**src/rtl/lut_layer_rt.sv**
```systemverilog
// Runtime-reloadable layer of LUT neurons: per-neuron truth tables in distributed RAM,
// a two-stage valid/ready inference pipeline and a drain-then-load configuration controller.
module lut_layer_rt #(
    parameter int NEURONS  = 4,
    parameter int IN_BITS  = 8,
    parameter int OUT_BITS = 1,
    localparam int NB      = (NEURONS > 1) ? $clog2(NEURONS) : 1
) (
    input  logic                         clk,
    input  logic                         rst,
    input  logic                         in_valid,
    output logic                         in_ready,
    input  logic [NEURONS*IN_BITS-1:0]   in_data,
    output logic                         out_valid,
    input  logic                         out_ready,
    output logic [NEURONS*OUT_BITS-1:0]  out_data,
    input  logic                         cfg_valid,
    output logic                         cfg_ready,
    input  logic [NB-1:0]                cfg_neuron,
    input  logic [IN_BITS-1:0]           cfg_addr,
    input  logic [OUT_BITS-1:0]          cfg_data,
    input  logic                         cfg_last,
    output logic                         tbl_loaded
);

    localparam int DEPTH = 1 << IN_BITS;

    typedef enum logic [1:0] {RUN, DRAIN, LOAD} state_t;

    state_t                        state, state_nxt;
    logic                          s0_valid;
    logic [NEURONS*IN_BITS-1:0]    s0_addr;
    logic [NEURONS*OUT_BITS-1:0]   lookup;
    logic                          s1_adv;
    logic                          in_fire;
    logic                          cfg_fire;
    logic                          cfg_hit;

    logic [OUT_BITS-1:0] tbl [NEURONS][DEPTH];

    assign s1_adv   = !out_valid || out_ready;
    assign in_fire  = in_valid && in_ready;
    assign cfg_fire = cfg_valid && cfg_ready;
    // Beats aimed past the last neuron are still handshaken, just never written.
    assign cfg_hit  = {1'b0, cfg_neuron} < (NB+1)'(NEURONS);

    always_ff @(posedge clk or posedge rst) begin
        if (rst) state <= RUN;
        else     state <= state_nxt;
    end

    // NOTE: every combinational output gets a default first so no path can infer a latch.
    always_comb begin
        state_nxt = state;
        case (state)
            RUN:     if (cfg_valid) state_nxt = DRAIN;
            DRAIN:   if (!s0_valid && !out_valid) state_nxt = LOAD;
            LOAD:    if (cfg_valid && cfg_last) state_nxt = RUN;
            default: state_nxt = RUN;
        endcase
    end

    always_comb begin
        in_ready  = 1'b0;
        cfg_ready = 1'b0;
        case (state)
            RUN:     in_ready  = tbl_loaded && (!s0_valid || s1_adv);
            LOAD:    cfg_ready = 1'b1;
            default: ;
        endcase
    end

    // NOTE: the table RAM is deliberately not reset so it maps onto distributed RAM;
    // its contents are undefined until a load writes them.
    always_ff @(posedge clk) begin
        if (cfg_fire && cfg_hit) tbl[cfg_neuron][cfg_addr] <= cfg_data;
    end

    always_comb begin
        lookup = '0;
        for (int n = 0; n < NEURONS; n++)
            lookup[n*OUT_BITS +: OUT_BITS] = tbl[n][s0_addr[n*IN_BITS +: IN_BITS]];
    end

    always_ff @(posedge clk or posedge rst) begin
        if (rst) begin
            s0_valid   <= 1'b0;
            s0_addr    <= '0;
            out_valid  <= 1'b0;
            out_data   <= '0;
            tbl_loaded <= 1'b0;
        end else begin
            if (in_fire) begin
                s0_valid <= 1'b1;
                s0_addr  <= in_data;
            end else if (s1_adv) begin
                s0_valid <= 1'b0;
            end

            if (s1_adv) begin
                out_valid <= s0_valid;
                if (s0_valid) out_data <= lookup;
            end

            if (cfg_fire && cfg_last) tbl_loaded <= 1'b1;
        end
    end

endmodule
```
**config.mk**
```make
export PLATFORM = sky130hd
export DESIGN_NAME = lut_layer_rt
export DESIGN_NICKNAME = d
export VERILOG_FILES = /design/src/rtl/lut_layer_rt.sv
export SDC_FILE = /design/constraint.sdc
export NUM_CORES = 1
export LEC_CHECK = 0
export ABC_AREA = 1
export BUFFER_PORTS_ARGS = -buffer_cell sky130_fd_sc_hd__buf_2
export CORE_MARGIN = 1
export CORE_UTILIZATION = 30
export CTS_BUF_LIST = sky130_fd_sc_hd__clkbuf_8
export DETAILED_ROUTE_END_ITERATION = 16
export PLACE_DENSITY = 0.46
export SLEW_MARGIN = 20
export SYNTH_ARGS = -nofsm -noshare
export SYNTH_HDL_FRONTEND = slang
export SYNTH_SLANG_ARGS = --single-unit
```
**constraint.sdc**
```tcl
create_clock -name clk -period 2.3 [get_ports clk]
set_input_delay 0.69 -clock clk [delete_from_list [all_inputs] [get_ports clk]]
set_output_delay 0.69 -clock clk [all_outputs]
set_load 0.02 [all_outputs]
```
-- After elaboration in Yosys (flattened, before gate mapping)
Memory sizes are Yosys's and may differ from the RTL's.
Index checks and enable logic that the tools add are counted.
- bits in read-only memories: 0
- latch bits: 0
- output and inout port bits: 8
- word-level logic and storage cells: 62
- register bits after elaboration: 41
- input port bits: 49
- RAM bits: 1024
- memories: 1
- multiply operators: 0
- order comparisons: 6
- bitwise logic cells: 5
- div/mod/pow operators: 0
- shift-type cells: 0
- reduce and logical (&&, ||, !) cells: 15
- mux-type cells: 24
- equal/unequal tests: 5
- add/subtract/negate cells: 0
- memories (memory ; depth ; width ; rd ports ; clocked after Yosys merged registers in ; write ports ; line ; source):
    tbl ; 4 ; 256 ; 4 ; 0 ; 1 ; 39 ; logic [OUT_BITS-1:0] tbl [NEURONS][DEPTH];
- operator list (kind ; number):
    256-bit 2-to-1 mux ; 1
    9-bit greater-or-equal comparator, second input constant ; 5
    8-bit inverter with 9-bit output ; 5
    1-bit binary-select mux with 8-bit select ; 4
    1-bit 2-to-1 mux ; 14
    9-bit by 1-bit less-than comparator with 1-bit output, second input constant ; 1
    1-bit demux with 8-bit select ; 1
    1-bit logical AND ; 7
    2-bit 2-to-1 mux ; 3
    2-bit != test, second input constant ; 3
    2-bit one-hot mux with 3 select lines ; 1
    3-bit AND reduction ; 1
    2-bit by 1-bit equality test with 1-bit output, second input constant ; 1
    2-bit equality test, second input constant ; 1
    1-bit zero test ; 2
    2-bit zero test ; 1
    1-bit logical OR ; 2
    2-bit AND reduction ; 1
    2-bit nonzero test ; 1

-- Depth between registers and ports, before layout
- depth in word-level cells: 7
- gate-level depth with buffers: 15
- mapped depth without buffers: 13

-- Least setup slack after synthesis
Ideal clock, no wire load.
- path kind: input port to flip-flop
- start point: input port cfg_addr[4]
- end point: memory tbl[0][216] in the netlist's numbering, enable pin
- setup time: 0.299 ns
- stages: 6
- setup slack: 0.245 ns
- buffers on the path: 1
- required time: 2.001 ns
- arrival: 1.756 ns
- path through: inv_1 > nand2_1 > nor2_1 > buf_2 > nand2_1 > nor2_1
- longest elaborated chain between the ends: 6
- elaborated cells between the ends (all ways): 7
- classes of those cells: 2 x order compare; 3 x mux; 1 x bitwise; 1 x reduce/logical
- ends and longest elaborated chain (item ; line ; source):
    start: declaration ; 20 ; input logic [IN_BITS-1:0] cfg_addr,
    8-bit inverter with 9-bit output (implied by the code) * ; 76 ; if (cfg_fire && cfg_hit) tbl[cfg_neuron][cfg_addr] <= cfg_data;
    9-bit greater-or-equal comparator (implied by the code) / 9-bit by 1-bit less-than comparator with 1-bit output (equally long branches) ; 76 ;
    1-bit logical AND (implied by the code) ; 76 ;
    1-bit 2-to-1 mux (implied by the code) ; 76 ;
    1-bit demux with 8-bit select * ; 76 ;
    256-bit 2-to-1 mux (implied by the code) * ; 76 ;
    end: declaration ; 39 ;
Every way passes the cells marked *; elsewhere a longest branch is shown, timed or not.

-- Worst setup path in the final report
- start point: register state[1]
- end point: output port in_ready
- longest elaborated chain between the ends: 2
- ends and longest elaborated chain (item ; line ; source):
    start: declaration ; 30 ; state_t state, state_nxt;
    start signal: assignment ; 49 ; else state <= state_nxt;
    2-bit zero test ; 66 ; case (state)
    1-bit 2-to-1 mux ; 66 ;
    end: declaration ; 12 ; output logic in_ready,
Every way passes these cells.

==> results by group <==
Timing
  • Max-slew violations: 0
  • Final setup vio count: 2
  • Tightest Pin Transition: 0.843 ns
  • Final period utilization: 107%
  • Max Fclk: 407 MHz
  • Unrepaired setup endpoints after global routing: true
  • Crit path time final: 2.46 ns
  • Final Hold Viols: 0
  • WHS: 0.102 ns
  • Worst slew margin: 43.8%
  • Final Skew: 0.0376 ns
  • Final worst setup slack: -0.160 ns

Logic synthesis
  • Mapped Cells: 4957
  • Seq cells post-synth: 1065
  • Synth Area per Inst: 9.76 um2
  • Yosys Warn Count: 0
  • Mapped Area: 48400 um2
  • Sequential element share of the synthesized area: 65.7%
  • Yosys cell types: 28
  • Post-synth net total: 5006

Cells and area
  • Commonest non-fill, non-tap cell in the layout: nand2_1
  • Design Area, Final: 58700 um2
  • Nets: 5267
  • Layout cells sized above 1: 16.0%
  • Area Growth Syn to Fin: 21.3%
  • Commonest cells after routing, fill and taps aside: 1264 x nand2_1, 1071 x nor2_1, 1024 x edfxtp_1

Pwr
  • Switching part of the total: 41.6%
  • PD cells: 1120 nW/um2
  • P_sw: 0.0274 W
  • Worst IR Drop VDD: 1.03 mV
  • Leakage: 21.0 nW
  • Cell internal pwr: 0.0385 W
  • Comb pwr share: 41.5%
  • Seq pwr share: 33.9%
  • Clock power frac: 24.6%
  • Power, Total: 0.0660 W

Setup path
  • Crit path kind: reg2out
  • CP Data Required Time: 1.61 ns
  • Crit path max fanout: 3
  • CP Data Arrival Time: 1.77 ns
  • Worst Setup End Kind: output port
  • Worst setup SP type: flip-flop

Floorplan
  • Die Wd: 404 um
  • Area of the core: 160000 um2
  • Total I/O pin count: 57
  • Row Count: 147
  • Die Span Y: 404 um
  • Initial Utilization: 30.2%
  • Die area: 163000 um2

Flow run
  • Max-cap viol count: 0

Global routing
  • Global-route usage over all layers: 23.3%
  • Grt ovf: 0
  • Largest net degree at the start of global routing: 134
  • Number of global-route vias before repair: 37000
  • Initial antenna violation count: 7
  • Global-route wire length before repair: 272000 um

Clock network
  • CTS max path bufs: 3
  • Reg clk slew, reported paths: 0.06 ns
  • Worst-skew pair later-pin latency: 0.95 ns
  • Clk sink count: 1065
  • Root Buffer: clkbuf_8
  • Total CTS buffers: 189
  • Max H-tree Level: 4
  • CTS tree: done

Placed design
  • Port buffer count: 56
  • DP Wirelength: 126000 um
  • Area of placed instances: 54000 um2
  • DP Worst Slack: -0.159 ns
  • RePlAce Congestion: 0.900

Outcome
  • Status: complete, but fails checks
  • Failing checks: negative setup slack

Worst hold path
  • Hold crit path type: in2reg

Detailed routing
  • DRT Pass-1 Iters: 6
  • DRT antenna net count: 0
  • Via count: 39100
  • DRT iter0 DRCs: 5164
  • Routed len/inst: 26.1 um
  • Vias/cell: 5.18
  • DRC: 0
  • Post-Route WL: 197000 um
## critical path, stage by stage, from the launching register on
cell     delay, ns
dfrtp_1       0.39
inv_2         0.12
nand2_4       0.07
nor2_4        0.12
buf_6         0.12
## final timing paths
check / start / end / slack, ns / cells after the start
setup / recovery: state[1] / in_ready / -0.16 / 4
hold / removal: in_data[12] / s0_addr[12] / 0.10 / 3
setup reg to reg: state[0] / tbl[0][188] / 0.01 / 10
hold reg to reg: s0_valid / out_valid / 0.51 / 2
max in group asynchronous: rst / s0_addr[17] / 1.30 / 4
min in group asynchronous: rst / s0_valid / 0.45 / 4
## cell usage after synthesis, drive strengths merged
master     n  area (um2)
nand2   1348        5230
nor2    1085        4150
edfxtp  1024       30700
nand3   1003        5070
buf      215        1120
clkbuf   147         552
dfrtp     41        1030
inv       40         150
a21oi     30         150
clkinv     9        38.8
nor3       4        65.1
o21ai      4        20.0
mux2       2        22.5
nand3b     2        15.0
o21bai     1        7.51
o31ai      1        7.51
or2        1        6.26
## cells by family (layout without fill, tap and decap cells)
family,count (synthesis),after routing,synth area share [%]
multiplexers,2,2,0.0465
AND/OR/NAND/NOR,3443,3443,30.0
buffers and inverters,411,826,3.86
flip-flops,1065,1065,65.7
other,0,2,0
AO/OA/AOI/OAI,36,36,0.383
## state kept, by name, summed over array words and instances, names as in the netlist
| name | count |
|---|---|
| tbl | 1024 |
| s0_addr | 32 |
| out_data | 4 |
| state | 2 |
| out_valid | 1 |
| s0_valid | 1 |
| tbl_loaded | 1 |
## what timing repair did
item,CTS,global route
resized for setup,33,153
setup buffers,5,12
hold buffers,8,0
endpoints found under the hold margin,49,0
gates cloned,0,15
pin swaps,2,19
endpoints found under the setup margin,9,7
## through the flow
| stage | std cells | util [%] | TNS [ns] |
|---|---|---|---|
| 2_1_floorplan | 4957 | - | 0 |
| 3_3_place_gp | 7149 | 33.7 | -7.35 |
| 3_5_place_dp | 7149 | 33.7 | -10.18 |
| 4_1_cts | 7505 | 35.9 | -0.604 |
| 5_1_grt | 7534 | 36.6 | -2.90 |
| 6_report | 7534 | 36.6 | -0.257 |
## metal layers
layer  vias up  global-route usage (%)  share of wire, %
met1     19500                    32.8                43
met3       324                    3.37               8.2
met5         -                       0             0.014
met2      1889                    36.4                45
li1      17300                       -                 -
met4         4                    8.74               3.6
## power groups by stage
| stage | clock, W | combinational, W | sequential [W] |
|---|---|---|---|
| after global placement | 0 | 0.0246 | 0.0227 |
| after detailed placement | 0 | 0.0245 | 0.0227 |
| after global routing | 0.0173 | 0.0285 | 0.0224 |
| after CTS | 0.0166 | 0.0248 | 0.0223 |
| final | 0.0163 | 0.0273 | 0.0224 |
| after floorplan | 0 | 0.0114 | 0.0222 |
## layout make-up
cell class                 count  area (um2)
fill                       16400      102000
timing repair buffer         432        5280
sequential                  1065       31800
clock buffer                 191        2630
inverter                      49         249
clock inverter               154         729
multi-input combinational   3481       15300
tap                         2160        2700
antenna                        2        5.00
Note: power is estimated with default switching activity, not from simulation.
